--- src/rtl/riscv_mc_control_pkg.sv ---
// riscv_mc_control_pkg: shared codes, state enum and ALU decode helper for the multicycle RV32I controller
package riscv_mc_control_pkg;
  localparam logic [6:0] OP_LOAD  = 7'b0000011;
  localparam logic [6:0] OP_STORE = 7'b0100011;
  localparam logic [6:0] OP_R     = 7'b0110011;
  localparam logic [6:0] OP_I     = 7'b0010011;
  localparam logic [6:0] OP_BR    = 7'b1100011;
  localparam logic [6:0] OP_JAL   = 7'b1101111;
  localparam logic [6:0] OP_JALR  = 7'b1100111;
  localparam logic [6:0] OP_LUI   = 7'b0110111;
  localparam logic [6:0] OP_AUIPC = 7'b0010111;
  localparam logic [3:0] ALU_ADD   = 4'd0;
  localparam logic [3:0] ALU_SUB   = 4'd1;
  localparam logic [3:0] ALU_AND   = 4'd2;
  localparam logic [3:0] ALU_OR    = 4'd3;
  localparam logic [3:0] ALU_XOR   = 4'd4;
  localparam logic [3:0] ALU_SLL   = 4'd5;
  localparam logic [3:0] ALU_SRL   = 4'd6;
  localparam logic [3:0] ALU_SRA   = 4'd7;
  localparam logic [3:0] ALU_SLT   = 4'd8;
  localparam logic [3:0] ALU_SLTU  = 4'd9;
  localparam logic [3:0] ALU_PASSB = 4'd10;
  localparam logic [2:0] IMM_I = 3'd0;
  localparam logic [2:0] IMM_S = 3'd1;
  localparam logic [2:0] IMM_B = 3'd2;
  localparam logic [2:0] IMM_J = 3'd3;
  localparam logic [2:0] IMM_U = 3'd4;
  localparam logic [1:0] A_PC = 2'd0, A_OLDPC = 2'd1, A_RS1 = 2'd2;
  localparam logic [1:0] B_RS2 = 2'd0, B_IMM = 2'd1, B_FOUR = 2'd2;
  localparam logic [1:0] RES_ALUOUT = 2'd0, RES_DATA = 2'd1, RES_ALU = 2'd2;
  localparam logic [1:0] FLT_ILLEGAL = 2'b01, FLT_TIMEOUT = 2'b10;
  typedef enum logic [4:0] {
    S_IDLE, S_FETCH, S_DECODE, S_MEMADR, S_MEMREAD, S_MEMWB, S_MEMWRITE,
    S_EXEC_R, S_EXEC_I, S_ALUWB, S_BRANCH, S_JAL, S_JALR, S_JALR2,
    S_LUI, S_AUIPC, S_HALT
  } state_t;
  // funct7[5] selects SUB only for register ops; immediate ADDI never subtracts
  function automatic logic [3:0] alu_dec(input logic [2:0] f3, input logic f7_5, input logic is_r);
    case (f3)
      3'b000:  return (is_r && f7_5) ? ALU_SUB : ALU_ADD;
      3'b111:  return ALU_AND;
      3'b110:  return ALU_OR;
      3'b100:  return ALU_XOR;
      3'b001:  return ALU_SLL;
      3'b101:  return f7_5 ? ALU_SRA : ALU_SRL;
      3'b010:  return ALU_SLT;
      default: return ALU_SLTU;
    endcase
  endfunction
endpackage

--- src/rtl/riscv_mc_control_if.sv ---
// riscv_mc_control_if: controller <-> datapath/memory bundle
//  master: controller (takes IR fields, ALU flags, mem_ready; drives enables, selects, alu_ctrl, retire, fault)
//  slave : datapath/memory side
interface riscv_mc_control_if #(parameter int ALU_CTRL_W = 4);
  logic [6:0] opcode;
  logic [2:0] funct3;
  logic [6:0] funct7;
  logic zero, lt, ltu, mem_ready;
  logic mem_req, mem_write, adr_src, pc_write, ir_write, reg_write, retire;
  logic [2:0] imm_src;
  logic [1:0] alu_src_a, alu_src_b, result_src, fault;
  logic [ALU_CTRL_W-1:0] alu_ctrl;
  modport master (
    input  opcode, funct3, funct7, zero, lt, ltu, mem_ready,
    output mem_req, mem_write, adr_src, pc_write, ir_write, reg_write, retire,
           imm_src, alu_src_a, alu_src_b, result_src, fault, alu_ctrl
  );
  modport slave (
    output opcode, funct3, funct7, zero, lt, ltu, mem_ready,
    input  mem_req, mem_write, adr_src, pc_write, ir_write, reg_write, retire,
           imm_src, alu_src_a, alu_src_b, result_src, fault, alu_ctrl
  );
endinterface

--- src/rtl/riscv_mc_control.sv ---
// riscv_mc_control: multicycle RV32I control FSM with memory handshake, timeout and sticky faults
//  clk, rst_n (async active-low); bus: riscv_mc_control_if.master
//  MEM_TIMEOUT = max wait cycles per memory access (0 disables the timeout)
module riscv_mc_control
  import riscv_mc_control_pkg::*;
#(
  parameter int ALU_CTRL_W  = 4,
  parameter int MEM_TIMEOUT = 0
) (
  input  logic clk,
  input  logic rst_n,
  riscv_mc_control_if.master bus
);
  localparam int CW = MEM_TIMEOUT > 0 ? $clog2(MEM_TIMEOUT + 1) : 1;
  state_t r_state, w_next;
  logic [CW-1:0] r_cnt;
  logic [1:0] r_fault, w_flt;
  logic [3:0] w_alu;
  logic w_tmo, w_br_ok, w_taken;
  assign w_tmo = (MEM_TIMEOUT > 0) && (r_cnt == CW'(MEM_TIMEOUT));
  // funct3 010/011 are not branches; bit0 inverts the base condition
  assign w_br_ok = bus.funct3[2:1] != 2'b01;
  assign w_taken = w_br_ok & ((bus.funct3[2] ? (bus.funct3[1] ? bus.ltu : bus.lt) : bus.zero) ^ bus.funct3[0]);
  assign bus.alu_ctrl = ALU_CTRL_W'(w_alu);
  assign bus.fault = r_fault;
  always_comb begin
    w_next = r_state;
    w_flt = 2'b00;
    case (r_state)
      S_IDLE:     w_next = S_FETCH;
      S_FETCH:    w_next = bus.mem_ready ? S_DECODE : (w_tmo ? S_HALT : S_FETCH);
      S_DECODE:
        case (bus.opcode)
          OP_LOAD, OP_STORE: w_next = S_MEMADR;
          OP_R:              w_next = S_EXEC_R;
          OP_I:              w_next = S_EXEC_I;
          OP_BR:             w_next = S_BRANCH;
          OP_JAL:            w_next = S_JAL;
          OP_JALR:           w_next = S_JALR;
          OP_LUI:            w_next = S_LUI;
          OP_AUIPC:          w_next = S_AUIPC;
          default: begin
            w_next = S_HALT;
            w_flt = FLT_ILLEGAL;
          end
        endcase
      S_MEMADR:   w_next = bus.opcode == OP_LOAD ? S_MEMREAD : S_MEMWRITE;
      S_MEMREAD:  w_next = bus.mem_ready ? S_MEMWB : (w_tmo ? S_HALT : S_MEMREAD);
      S_MEMWRITE: w_next = bus.mem_ready ? S_FETCH : (w_tmo ? S_HALT : S_MEMWRITE);
      S_MEMWB, S_ALUWB: w_next = S_FETCH;
      S_EXEC_R, S_EXEC_I, S_JAL, S_JALR2, S_LUI, S_AUIPC: w_next = S_ALUWB;
      S_JALR:     w_next = S_JALR2;
      S_BRANCH: begin
        w_next = w_br_ok ? S_FETCH : S_HALT;
        w_flt = w_br_ok ? 2'b00 : FLT_ILLEGAL;
      end
      default:    w_next = S_HALT;
    endcase
    if (w_next == S_HALT && r_state != S_HALT && w_flt == 2'b00) w_flt = FLT_TIMEOUT;
  end
  always_comb begin
    bus.mem_req = 1'b0;
    bus.mem_write = 1'b0;
    bus.adr_src = 1'b0;
    bus.pc_write = 1'b0;
    bus.ir_write = 1'b0;
    bus.reg_write = 1'b0;
    bus.retire = 1'b0;
    bus.imm_src = IMM_I;
    bus.alu_src_a = A_PC;
    bus.alu_src_b = B_RS2;
    bus.result_src = RES_ALUOUT;
    w_alu = ALU_ADD;
    case (r_state)
      S_FETCH: begin
        bus.mem_req = 1'b1;
        bus.alu_src_b = B_FOUR;
        bus.result_src = RES_ALU;
        bus.pc_write = bus.mem_ready;
        bus.ir_write = bus.mem_ready;
      end
      S_DECODE: begin
        bus.alu_src_a = A_OLDPC;
        bus.alu_src_b = B_IMM;
        bus.imm_src = bus.opcode == OP_JAL ? IMM_J : IMM_B;
      end
      S_MEMADR: begin
        bus.alu_src_a = A_RS1;
        bus.alu_src_b = B_IMM;
        bus.imm_src = bus.opcode == OP_STORE ? IMM_S : IMM_I;
      end
      S_MEMREAD: begin
        bus.mem_req = 1'b1;
        bus.adr_src = 1'b1;
      end
      S_MEMWB: begin
        bus.result_src = RES_DATA;
        bus.reg_write = 1'b1;
        bus.retire = 1'b1;
      end
      S_MEMWRITE: begin
        bus.mem_req = 1'b1;
        bus.mem_write = 1'b1;
        bus.adr_src = 1'b1;
        bus.retire = bus.mem_ready;
      end
      S_EXEC_R: begin
        bus.alu_src_a = A_RS1;
        w_alu = alu_dec(bus.funct3, bus.funct7[5], 1'b1);
      end
      S_EXEC_I: begin
        bus.alu_src_a = A_RS1;
        bus.alu_src_b = B_IMM;
        w_alu = alu_dec(bus.funct3, bus.funct7[5], 1'b0);
      end
      S_ALUWB: begin
        bus.reg_write = 1'b1;
        bus.retire = 1'b1;
      end
      S_BRANCH: begin
        bus.alu_src_a = A_RS1;
        w_alu = ALU_SUB;
        bus.pc_write = w_taken;
        bus.retire = w_br_ok;
      end
      // ALUOut already holds the target; the ALU meanwhile forms the link OldPC+4
      S_JAL, S_JALR2: begin
        bus.pc_write = 1'b1;
        bus.alu_src_a = A_OLDPC;
        bus.alu_src_b = B_FOUR;
      end
      S_JALR: begin
        bus.alu_src_a = A_RS1;
        bus.alu_src_b = B_IMM;
      end
      S_LUI: begin
        bus.alu_src_b = B_IMM;
        bus.imm_src = IMM_U;
        w_alu = ALU_PASSB;
      end
      S_AUIPC: begin
        bus.alu_src_a = A_OLDPC;
        bus.alu_src_b = B_IMM;
        bus.imm_src = IMM_U;
      end
      default: ;
    endcase
  end
  always_ff @(posedge clk or negedge rst_n) begin
    if (!rst_n) begin
      r_state <= S_IDLE;
      r_cnt <= '0;
      r_fault <= 2'b00;
    end else begin
      r_state <= w_next;
      r_cnt <= (w_next != r_state) ? '0 : r_cnt + CW'(bus.mem_req & ~bus.mem_ready);
      r_fault <= r_fault | w_flt;
    end
  end
endmodule

--- src/flat_wrapper.sv ---
// flat-port wrapper written by rule: the top's interface ports become plain ports
module riscv_mc_control_flat import riscv_mc_control_pkg::*;
#(
  parameter int ALU_CTRL_W  = 4,
  parameter int MEM_TIMEOUT = 0
)
  (clk, rst_n, bus_opcode, bus_funct3, bus_funct7, bus_zero, bus_lt, bus_ltu, bus_mem_ready, bus_mem_req, bus_mem_write, bus_adr_src, bus_pc_write, bus_ir_write, bus_reg_write, bus_retire, bus_imm_src, bus_alu_src_a, bus_alu_src_b, bus_result_src, bus_fault, bus_alu_ctrl);
  riscv_mc_control_if #(.ALU_CTRL_W(ALU_CTRL_W)) bus_i ();
  input  logic clk;
  input  logic rst_n;
  input wire logic [$bits(bus_i.opcode)-1:0] bus_opcode;
  input wire logic [$bits(bus_i.funct3)-1:0] bus_funct3;
  input wire logic [$bits(bus_i.funct7)-1:0] bus_funct7;
  input wire logic [$bits(bus_i.zero)-1:0] bus_zero;
  input wire logic [$bits(bus_i.lt)-1:0] bus_lt;
  input wire logic [$bits(bus_i.ltu)-1:0] bus_ltu;
  input wire logic [$bits(bus_i.mem_ready)-1:0] bus_mem_ready;
  output wire logic [$bits(bus_i.mem_req)-1:0] bus_mem_req;
  output wire logic [$bits(bus_i.mem_write)-1:0] bus_mem_write;
  output wire logic [$bits(bus_i.adr_src)-1:0] bus_adr_src;
  output wire logic [$bits(bus_i.pc_write)-1:0] bus_pc_write;
  output wire logic [$bits(bus_i.ir_write)-1:0] bus_ir_write;
  output wire logic [$bits(bus_i.reg_write)-1:0] bus_reg_write;
  output wire logic [$bits(bus_i.retire)-1:0] bus_retire;
  output wire logic [$bits(bus_i.imm_src)-1:0] bus_imm_src;
  output wire logic [$bits(bus_i.alu_src_a)-1:0] bus_alu_src_a;
  output wire logic [$bits(bus_i.alu_src_b)-1:0] bus_alu_src_b;
  output wire logic [$bits(bus_i.result_src)-1:0] bus_result_src;
  output wire logic [$bits(bus_i.fault)-1:0] bus_fault;
  output wire logic [$bits(bus_i.alu_ctrl)-1:0] bus_alu_ctrl;
  assign bus_i.opcode = bus_opcode;
  assign bus_i.funct3 = bus_funct3;
  assign bus_i.funct7 = bus_funct7;
  assign bus_i.zero = bus_zero;
  assign bus_i.lt = bus_lt;
  assign bus_i.ltu = bus_ltu;
  assign bus_i.mem_ready = bus_mem_ready;
  assign bus_mem_req = bus_i.mem_req;
  assign bus_mem_write = bus_i.mem_write;
  assign bus_adr_src = bus_i.adr_src;
  assign bus_pc_write = bus_i.pc_write;
  assign bus_ir_write = bus_i.ir_write;
  assign bus_reg_write = bus_i.reg_write;
  assign bus_retire = bus_i.retire;
  assign bus_imm_src = bus_i.imm_src;
  assign bus_alu_src_a = bus_i.alu_src_a;
  assign bus_alu_src_b = bus_i.alu_src_b;
  assign bus_result_src = bus_i.result_src;
  assign bus_fault = bus_i.fault;
  assign bus_alu_ctrl = bus_i.alu_ctrl;
  riscv_mc_control #(.ALU_CTRL_W(ALU_CTRL_W), .MEM_TIMEOUT(MEM_TIMEOUT)) u_core (.clk(clk), .rst_n(rst_n), .bus(bus_i));
endmodule
--- config.mk ---
export PLATFORM = sky130hd
export DESIGN_NAME = riscv_mc_control_flat
export DESIGN_NICKNAME = d
export VERILOG_FILES = /design/src/rtl/riscv_mc_control_pkg.sv /design/src/rtl/riscv_mc_control_if.sv /design/src/rtl/riscv_mc_control.sv /design/src/flat_wrapper.sv
export SDC_FILE = /design/constraint.sdc
export NUM_CORES = 1
export LEC_CHECK = 0
export ABC_AREA = 1
export BUFFER_PORTS_ARGS = -buffer_cell sky130_fd_sc_hd__buf_2
export CAP_MARGIN = 20
export CORE_UTILIZATION = 30
export DETAILED_ROUTE_END_ITERATION = 10
export GPL_TIMING_DRIVEN = 0
export PLACE_DENSITY = 0.69
export SYNTH_ARGS = -nofsm -noshare
export SYNTH_HDL_FRONTEND = slang
export SYNTH_SLANG_ARGS = --single-unit
--- constraint.sdc ---
create_clock -name clk -period 1.7 [get_ports clk]
set_input_delay 0.085 -clock clk [delete_from_list [all_inputs] [get_ports clk]]
set_output_delay 0.085 -clock clk [all_outputs]
set_load 0.03 [all_outputs]
==> results_dict.tcl, run 1 <==
set metrics [dict create \
    initial_utilization_pct 31.62 \
    p_per_area_nw_per_um2 296.7 \
    root_buffer "clkbuf_4" \
    h-tree-depth 1 \
    period_share_pct 96.52 \
    max-vdd-ir-drop_mv 0.2655 \
    synth_area_leaders "dfrtp_1 (20%), nand2_1 (16%), inv_1 (10%), nand3_1 (6.9%), nor2_1 (6.1%)" \
    crit_type "register to output pin" \
    ant_nets 0 \
    cap_violations 0 \
    crit_fanout 4 \
    syn_to_final_growth_pct 47.47 \
    synth_fa_ha_area_share_pct 0 \
    wl_per_cell_um 10.73 \
    worstSetupStartpointType "register" \
    grt_pass1_vias 920 \
    p_seq_share_pct 44.1 \
    clk_pin_slew_ps 50 \
    grt_util_met1_pct 20.41 \
    swShare_pct 25.21 \
    cts_tree "done" \
    viasPerCell 4.819 \
    setup_viol 0 \
    period_needed_ps 1641 \
    max_freq_ghz 0.6095 \
    avgSynthCellArea_um2 5.842 \
    pwr-share-clk_pct 37.9 \
    top_usage_layer "met2" \
    finalSetupTns_ps 0 \
    place.gp.congestion 0.8912 \
    dieHeight_um 55.69 \
    cts_sinks 7 \
    drv_slew 0 \
    switchingPower_uw 95.36 \
    critPathRequiredTime_ps 1620 \
    yosys.area.top_type_share_pct 20.26 \
    insertedDiodeCount 0 \
    dieArea_um2 3101 \
    vias 1094 \
    final_nets 220 \
    dp_hpwl_mm 1.968 \
    die_x_um 55.69 \
    synthXorXnorAreaFrac_pct 1.013 \
    combPwrFrac_pct 18.0 \
    worstMarginPinSlew_ps 262.1 \
    grtUsageMet2_pct 25.65 \
    fin_cells 227 \
    grt_max_degree 9 \
    synth_compound_area_share_pct 18.38 \
    drc 0 \
    rsz0062_at_grt "true" \
    drt_iter0_drc 28 \
    synth.distinct_cells 29 \
    numCtsBuffers 3 \
    yosysSeqAreaShare_pct 20.26 \
    synth_nets 171 \
    yosys_warnings 0 \
    synth_area_um2 864.6 \
    drive_gt1_share_pct 42.35 \
    fillers 280 \
    io_buffers 38 \
    critPathArrivalTime_ps 1560 \
    p_leak_nw 0.7613 \
    grt_pass1_wl_mm 3.822 \
    clock_latency_ps 240 \
    coreArea_um2 2734 \
    wirelength_mm 2.436 \
    hold_viol 0 \
    critPathCaptureType "output pin" \
    yosys.area_share.simple_pct 46.45 \
    ys_ff_latch 7 \
    cts_buffer_depth 2 \
    yosys.area.top_type "dfrtp_1" \
    grtUsageTotal_pct 15.31 \
    antenna_found_initial 0 \
    hp-class "primary input to async pin" \
    synth.area.mux_share_pct 0 \
    rows 19 \
    synth_top_family_by_area "simple AND/OR/NAND/NOR gates" \
    dr.pass1.iters 4 \
    fin_skew_ps 0.6782 \
    met3_usage_pct 3.721 \
    dp_cells 217 \
    io_pins 45 \
    syn-instance-count 148 \
    status "complete, no violations" \
    maxSlewHeadroom_pct 82.43 \
    internal_power_uw 282.9 \
    overflow 0 \
]
==> per-layer routing <==
layer	up-vias	part of all wire, %
met5	-	0
met4	0	0
met3	0	2.5
met2	18	51
met1	493	46
li1	583	-
==> cells in the final DEF (no fill, tap or decap) <==
cell,synthesis,final
nand2_2,3,3
nand4_1,2,2
dlygate4sd3_1,0,1
nand3_1,12,12
o21bai_1,1,1
a21oi_2,1,1
inv_1,23,20
o211ai_1,2,2
nor3_4,0,2
or2_2,1,1
nor2_4,1,5
nor2_1,14,11
nor2_2,2,1
buf_4,1,11
a22oi_1,1,1
o21ai_0,7,6
nor3_2,4,2
dfrtp_2,0,1
nand3_2,1,1
xor2_1,1,1
o2111ai_1,1,1
buf_2,0,30
clkbuf_1,0,1
nand2_1,37,34
dfrtp_1,7,6
buf_6,0,2
clkbuf_4,0,4
nor3_1,2,2
nand3b_1,1,1
a21oi_1,4,4
inv_4,0,1
nand2_4,0,3
inv_2,7,9
nor4_1,2,2
o21ai_2,2,4
o21ai_1,6,5
o221ai_2,0,1
and2_4,1,1
==> state kept, by name, summed over array words and instances (netlist names) <==
signal	count
u_core.bus.fault	2
u_core.r_state	5
==> critical path: stages, from the launching register on <==
cell	delay, ps
dfrtp_1	430
inv_2	100
nand2_4	100
nor2_1	60
o21ai_2	240
nand2_1	80
o21bai_1	150
buf_4	170
==> logic make-up (layout without fill, tap and decap cells) <==
family                    count (synthesis)  after routing
and+or+nand+nor                          83             83
buffers and inverters                    31             79
AOI/OAI and AO/OA                        26             26
DFF                                       7              7
xor gates and xnor gates                  1              1
==> cell type report <==
type | count | area, um^2 | area share (%)
Inverter | 30 | 115.1 | 9.028
Sequential cell | 7 | 176.4 | 13.84
Timing Repair Buffer | 44 | 261.5 | 20.51
Tap cell | 31 | 38.79 | 3.042
Clock buffer | 4 | 26.28 | 2.061
Multi-Input combinational cell | 110 | 645.6 | 50.64
Buffer | 1 | 11.26 | 0.8832
==> timing repair <==
action | 4_1_cts | 5_1_grt
setup endpoints to repair | 6 | 9
pin swaps | 1 | 8
setup buffers | 0 | 5
gates resized for setup | 5 | 33
hold buffers | 1 | 0
endpoints found under the hold margin | 7 | 0
==> cell usage after synthesis (all sizes together) <==
cell type  instances
nand3             13
a22oi              1
nor4               2
nand4              2
nor2              17
xor2               1
or2                1
a21oi              5
inv               30
o21bai             1
buf                1
o221ai             1
o2111ai            1
nor3               6
dfrtp              7
o211ai             2
nand3b             1
nand2             40
and2               1
o21ai             15
==> through the flow <==
step	hold slack [ps]	setup slack [ps]	total power, mW	util [%]	instance area (um^2)
4_1_cts	185.9	-8.387	0.3882	41.78	1142
6_report	204.9	59.21	0.3783	46.64	1275
2_1_floorplan	-210.6	91.06	0.2017	-	864.6
5_1_grt	211.2	-28.68	0.4150	46.64	1275
3_5_place_dp	-79.60	152.1	0.2340	40.00	1094
3_3_place_gp	-78.38	141.5	0.2335	40.00	1094
==> power by group through the flow <==
stage	Combinational [mW]	Sequential, mW	Clock (mW)
4_1_cts	0.0663	0.167	0.155
5_1_grt	0.0774	0.167	0.171
3_5_place_dp	0.0643	0.170	0
2_1_floorplan	0.0319	0.170	0
6_report	0.0679	0.167	0.143
3_3_place_gp	0.0638	0.170	0
==> worst paths after layout <==
path                       slack, ps             endpoint  cells past startpoint                 from
setup / recovery                  60         bus_pc_write                      7    u_core.r_state[2]
hold / removal                   200  u_core.bus.fault[1]                      2                rst_n
setup reg to reg                 220    u_core.r_state[0]                      8    u_core.r_state[2]
hold reg to reg                  460  u_core.bus.fault[1]                      2  u_core.bus.fault[1]
max in group asynchronous       1330    u_core.r_state[3]                      2                rst_n
min in group clk                 260    u_core.r_state[1]                      5        bus_opcode[5]
No activity file was read; power rests on OpenSTA's default activity.
==> inputs of run 2 (changes only) <==
CORE_UTILIZATION = 40   (was 30)
PLACE_DENSITY = 0.84   (was 0.69)
==> run 2 against run 1 <==
Net effect:
- sequential share of layout area increased by 0.12 points
- utilization increased by 16 points
- first-iteration DRC count decreased by 3.6%
==> results_dict.tcl, run 2 (synthesized netlist as in run 1, its figures left out) <==
set metrics [dict create \
    critPathRequiredTime_ps 1620 \
    place_area_um2 1089 \
    holdWs_ps 189.6 \
    hp-class "primary input to async pin" \
    final_util_pct 63.13 \
    die_x_um 48.49 \
    final_nets 221 \
    wl_per_cell_um 11.15 \
    dp_slack_ps 177.7 \
    syn_to_final_growth_pct 46.16 \
    largest_reg_flops 5 \
    numCtsBuffers 3 \
    drc 0 \
    crit_fanout 5 \
    p_per_area_nw_per_um2 300.9 \
    setup_slack_ps 7.322 \
    critPathBufInv 3 \
    cts_buffer_depth 2 \
    rsz0062_at_grt "true" \
    crit_type "register to output pin" \
    grtUsageTotal_pct 21.19 \
    power_uw 380.3 \
    dp_hpwl_mm 1.908 \
    wirelength_mm 2.497 \
    top_register "u_core.r_state" \
    io_buffers 38 \
    period_share_pct 99.57 \
    drv_slew 0 \
    grt_pass1_wl_mm 3.967 \
    fin_skew_ps 3.893 \
    max-vdd-ir-drop_mv 0.2221 \
    insertedDiodeCount 0 \
    antenna_found_initial 0 \
    cp_slowest_cell "dfrtp_2" \
    place.gp.congestion 0.9074 \
    status "complete, no violations" \
    cap_violations 0 \
    root_buffer "clkbuf_4" \
    coreArea_um2 2002 \
    setup_viol 0 \
    critPathArrivalTime_ps 1610 \
    clk_pin_slew_ps 50 \
    p_leak_nw 0.7668 \
    h-tree-depth 1 \
    worstSetupStartpointType "register" \
    overflow 0 \
    dr.pass1.iters 4 \
    max_freq_ghz 0.5908 \
    clock_latency_ps 250 \
    cts_tree "done" \
    final_cell_area_um2 1264 \
    worstMarginPinSlew_ps 294.2 \
    io_pins 45 \
    path_delay_family "flip-flops" \
    drt_iter0_drc 27 \
    drive_gt1_share_pct 41.12 \
    period_needed_ps 1693 \
    grt_pass1_vias 972 \
    viasPerCell 5.107 \
    dieArea_um2 2351 \
    vias 1144 \
    initial_utilization_pct 43.19 \
    dieHeight_um 48.49 \
    cpPeakStageDelay_ps 480 \
    final_common_cell "nand2_1" \
    maxSlewHeadroom_pct 80.26 \
    grt_max_degree 9 \
    rows 16 \
    worstPathCellList "nor2_4, nand2_4, inv_2, nand2_4, nor2_4, inv_2, nand2_1, o21bai_1, buf_4" \
    cts_sinks 7 \
    critPathCaptureType "output pin" \
    final_cell_mix "nand2_1 (34), buf_2 (30), inv_1 (21)" \
    ant_nets 0 \
    hold_viol 0 \
]
-- run 2: changes by cell type in the layout (fill, tap and decap cells not counted), sizes merged --
cell    previous run  this run
buf               43        45
clkbuf             5         4
-- run 2: metrics by stage --
stage          cells  setup TNS, ps
4_1_cts          218         -8.203
3_3_place_gp     213              0
5_1_grt          224         -270.4
3_5_place_dp     213              0
6_report         224              0
2_1_floorplan    148              0
-- run 2: layout make-up --
cell class                 instances  area, um^2
clock buffer                       4       26.28
multi-input combinational        110       635.6
tap                               27       33.78
timing repair buffer              45       265.3
inverter                          30       115.1
fill                             183       738.2
sequential                         7       176.4
buffer                             1       11.26
-- run 2: report_power, final --
part	total (mW)	internal, mW	switching [mW]	leakage, nW
registers	0.167	0.167	0	0.0857
clock network	0.147	0.0893	0.0573	0.0150
logic	0.0667	0.0267	0.0400	0.666
-- run 2: worst register-to-register path, cell delays in order, from the launching register on --
cell and delay, ps:
dfrtp_2 480, nand2_1 160, nor2_1 80, o21ai_2 220
buf_4 160, nand3_2 80, a21oi_2 130, o21ai_2 70
-- run 2: final timing paths --
path | start | to | slack, ps | cells past startpoint
max | u_core.r_state[3] | bus_pc_write | 7 | 9
min | rst_n | u_core.r_state[4] | 190 | 2
max reg2reg | u_core.r_state[3] | u_core.r_state[3] | 210 | 7
min reg2reg | u_core.bus.fault[1] | u_core.bus.fault[1] | 460 | 2
max in group asynchronous | rst_n | u_core.r_state[3] | 1350 | 2
min in group clk | bus_mem_ready | u_core.r_state[0] | 260 | 4
-- run 2: layer usage --
metal | up-vias | GRT usage [%] | share of wire (%)
met3 | 6 | 3.459 | 7.1
met2 | 49 | 31.92 | 47
met4 | 0 | 9.314 | 1.6
li1 | 577 | - | -
met1 | 512 | 29.75 | 45
met5 | - | 0 | 0
-- run 2: repair_timing --
| item | in CTS | in global routing |
|---|---|---|
| endpoints found under the hold margin | 7 | 0 |
| pin swaps | 1 | 8 |
| hold buffers | 1 | 0 |
| endpoints found under the setup margin | 6 | 10 |
| resized for setup | 7 | 27 |
| gates cloned | 0 | 0 |
| buffers inserted | 0 | 6 |
==> inputs of run 3 (changes only) <==
PLACE_DENSITY = 0.87   (was 0.84)
clock period = 1.5 ns   (was 1.7 ns; I/O delays follow)
==> run 3 against run 2 <==
Net effect:
- the run now ends with negative setup slack left
- power grew 16%
- cell area is 8.7% higher
- clock power increased by 15%
- sequential cell count did not move
- worst hold slack got worse by 11 ps
- non-clock buffer count increased by 5
- worst setup slack lost 190 ps
- critical path depth shrank 4
- critical path type unchanged
==> results_dict.tcl, run 3 (synthesized netlist as in run 1, its figures left out) <==
set metrics [dict create \
    dp_slack_ps -37.27 \
    worstMarginPinSlew_ps 320.5 \
    dieArea_um2 2351 \
    overflow 0 \
    cts_sinks 7 \
    viasPerCell 5.271 \
    critPathBufInv 1 \
    hp-class "primary input to async pin" \
    setup_slack_ps -183.7 \
    rsz0062_at_grt "true" \
    dr.pass1.iters 4 \
    antenna_found_initial 0 \
    dp_hpwl_mm 1.901 \
    crit_fanout 6 \
    coreArea_um2 2002 \
    drv_slew 0 \
    insertedDiodeCount 0 \
    fin_skew_ps 5.455 \
    drc 0 \
    top_layer_used "met4" \
    maxSlewHeadroom_pct 78.49 \
    numCtsBuffers 3 \
    final_util_pct 68.63 \
    cpPeakStageDelay_ps 480 \
    failed_checks "negative setup slack" \
    setup_viol 14 \
    cp_slowest_cell "dfrtp_2" \
    hold_viol 0 \
    grt_pass1_wl_mm 4.871 \
    wirelength_mm 2.943 \
    worstSetupStartpointType "register" \
    final_nets 226 \
    final_cell_area_um2 1374 \
    cts_buffer_depth 2 \
    final_cell_mix "nand2_1 (31), buf_2 (23), inv_1 (18)" \
    period_share_pct 112.2 \
    max-vdd-ir-drop_mv 0.4577 \
    met1_length_mm 1.235 \
    grtUsageTotal_pct 26.18 \
    h-tree-depth 1 \
    io_buffers 38 \
    clock_latency_ps 250 \
    critPathArrivalTime_ps 1610 \
    initial_utilization_pct 43.19 \
    critPathRequiredTime_ps 1420 \
    met2_length_mm 1.446 \
    place_area_um2 1107 \
    crit_type "register to output pin" \
    dieHeight_um 48.49 \
    period_needed_ps 1684 \
    p_leak_nw 0.7934 \
    ant_nets 0 \
    worstPathCellList "nor3_4, nand2_1, and2_4, nor3_2, buf_4" \
    vias 1207 \
    status "finished with violations" \
    grt_max_degree 9 \
    final_common_cell "nand2_1" \
    p_per_area_nw_per_um2 320.2 \
    place.gp.congestion 0.9021 \
    die_x_um 48.49 \
    path_delay_family "simple AND/OR/NAND/NOR gates" \
    rows 16 \
    cap_violations 0 \
    met3_length_um 187 \
    max_freq_ghz 0.5939 \
    wl_per_cell_um 12.85 \
    fillers 183 \
    top_register "u_core.r_state" \
    drt_iter0_drc 28 \
    grt_pass1_vias 1105 \
    cts_tree "done" \
    root_buffer "clkbuf_4" \
    critPathCaptureType "output pin" \
    largest_reg_flops 5 \
    drive_gt1_share_pct 48.02 \
    syn_to_final_growth_pct 58.90 \
    clk_pin_slew_ps 50 \
    io_pins 45 \
]
## run 3: cell count changes in the layout (fill, tap and decap cells not counted), sizes merged
cell and change:
buf +4, clkbuf +1
## run 3: area by class of cell
| cell class | instances | area, um^2 | area share (%) |
|---|---|---|---|
| multi-input combinational | 110 | 651.9 | 47.45 |
| tap | 27 | 33.78 | 2.459 |
| inverter | 30 | 117.6 | 8.561 |
| clock buffer | 4 | 26.28 | 1.913 |
| sequential | 7 | 178.9 | 13.02 |
| buffer | 1 | 11.26 | 0.8197 |
| timing repair buffer | 50 | 354.1 | 25.77 |
## run 3: worst register-to-register path: cells and delay by family, from the launching register on
kind | cells | cell delay (ps)
buffers and inverters | 1 | 140
AND/OR/NAND/NOR | 6 | 740
flip-flops | 1 | 480
## run 3: routing by layer
metal	up-vias	GRT usage (%)
li1	593	-
met1	543	34.25
met4	0	7.843
met2	60	43.43
met5	-	0
met3	11	5.346
## run 3: worst paths after layout
kind / start / end / slack [ps] / depth (start not counted)
min reg2reg: u_core.bus.fault[1] / u_core.bus.fault[1] / 470 / 2
min in group clk: bus_mem_ready / u_core.r_state[0] / 230 / 4
max reg2reg: u_core.r_state[3] / u_core.r_state[0] / 70 / 7
max in group asynchronous: rst_n / u_core.r_state[2] / 1150 / 2
min: rst_n / u_core.r_state[4] / 180 / 2
max: u_core.r_state[3] / bus_alu_ctrl[2] / -180 / 5
## run 3: through the flow
| stage | instances | power [mW] | hold WS (ps) | TNS [ps] |
|---|---|---|---|---|
| floorplan | 148 | 0.2304 | -220.6 | -133.3 |
| global placement | 213 | 0.2660 | -90.38 | -8.396 |
| detailed placement | 213 | 0.2675 | -87.47 | -42.25 |
| CTS | 224 | 0.4408 | 179.4 | -829.7 |
| global route | 229 | 0.4636 | 190.4 | -2184 |
| finish | 229 | 0.4399 | 178.4 | -1558 |
## run 3: timing repair
item                                    CTS  global route
endpoints found under the setup margin   16            20
pin swaps                                 8             3
endpoints found under the hold margin     7             0
resized for setup                        39            13
hold buffers                              1             0
buffers inserted                          6             5
## run 3: where the power goes
part           leakage, nW  switching, mW  internal [mW]
combinational        0.696         0.0513         0.0304
sequential          0.0824              0          0.189
clock               0.0150         0.0677          0.101
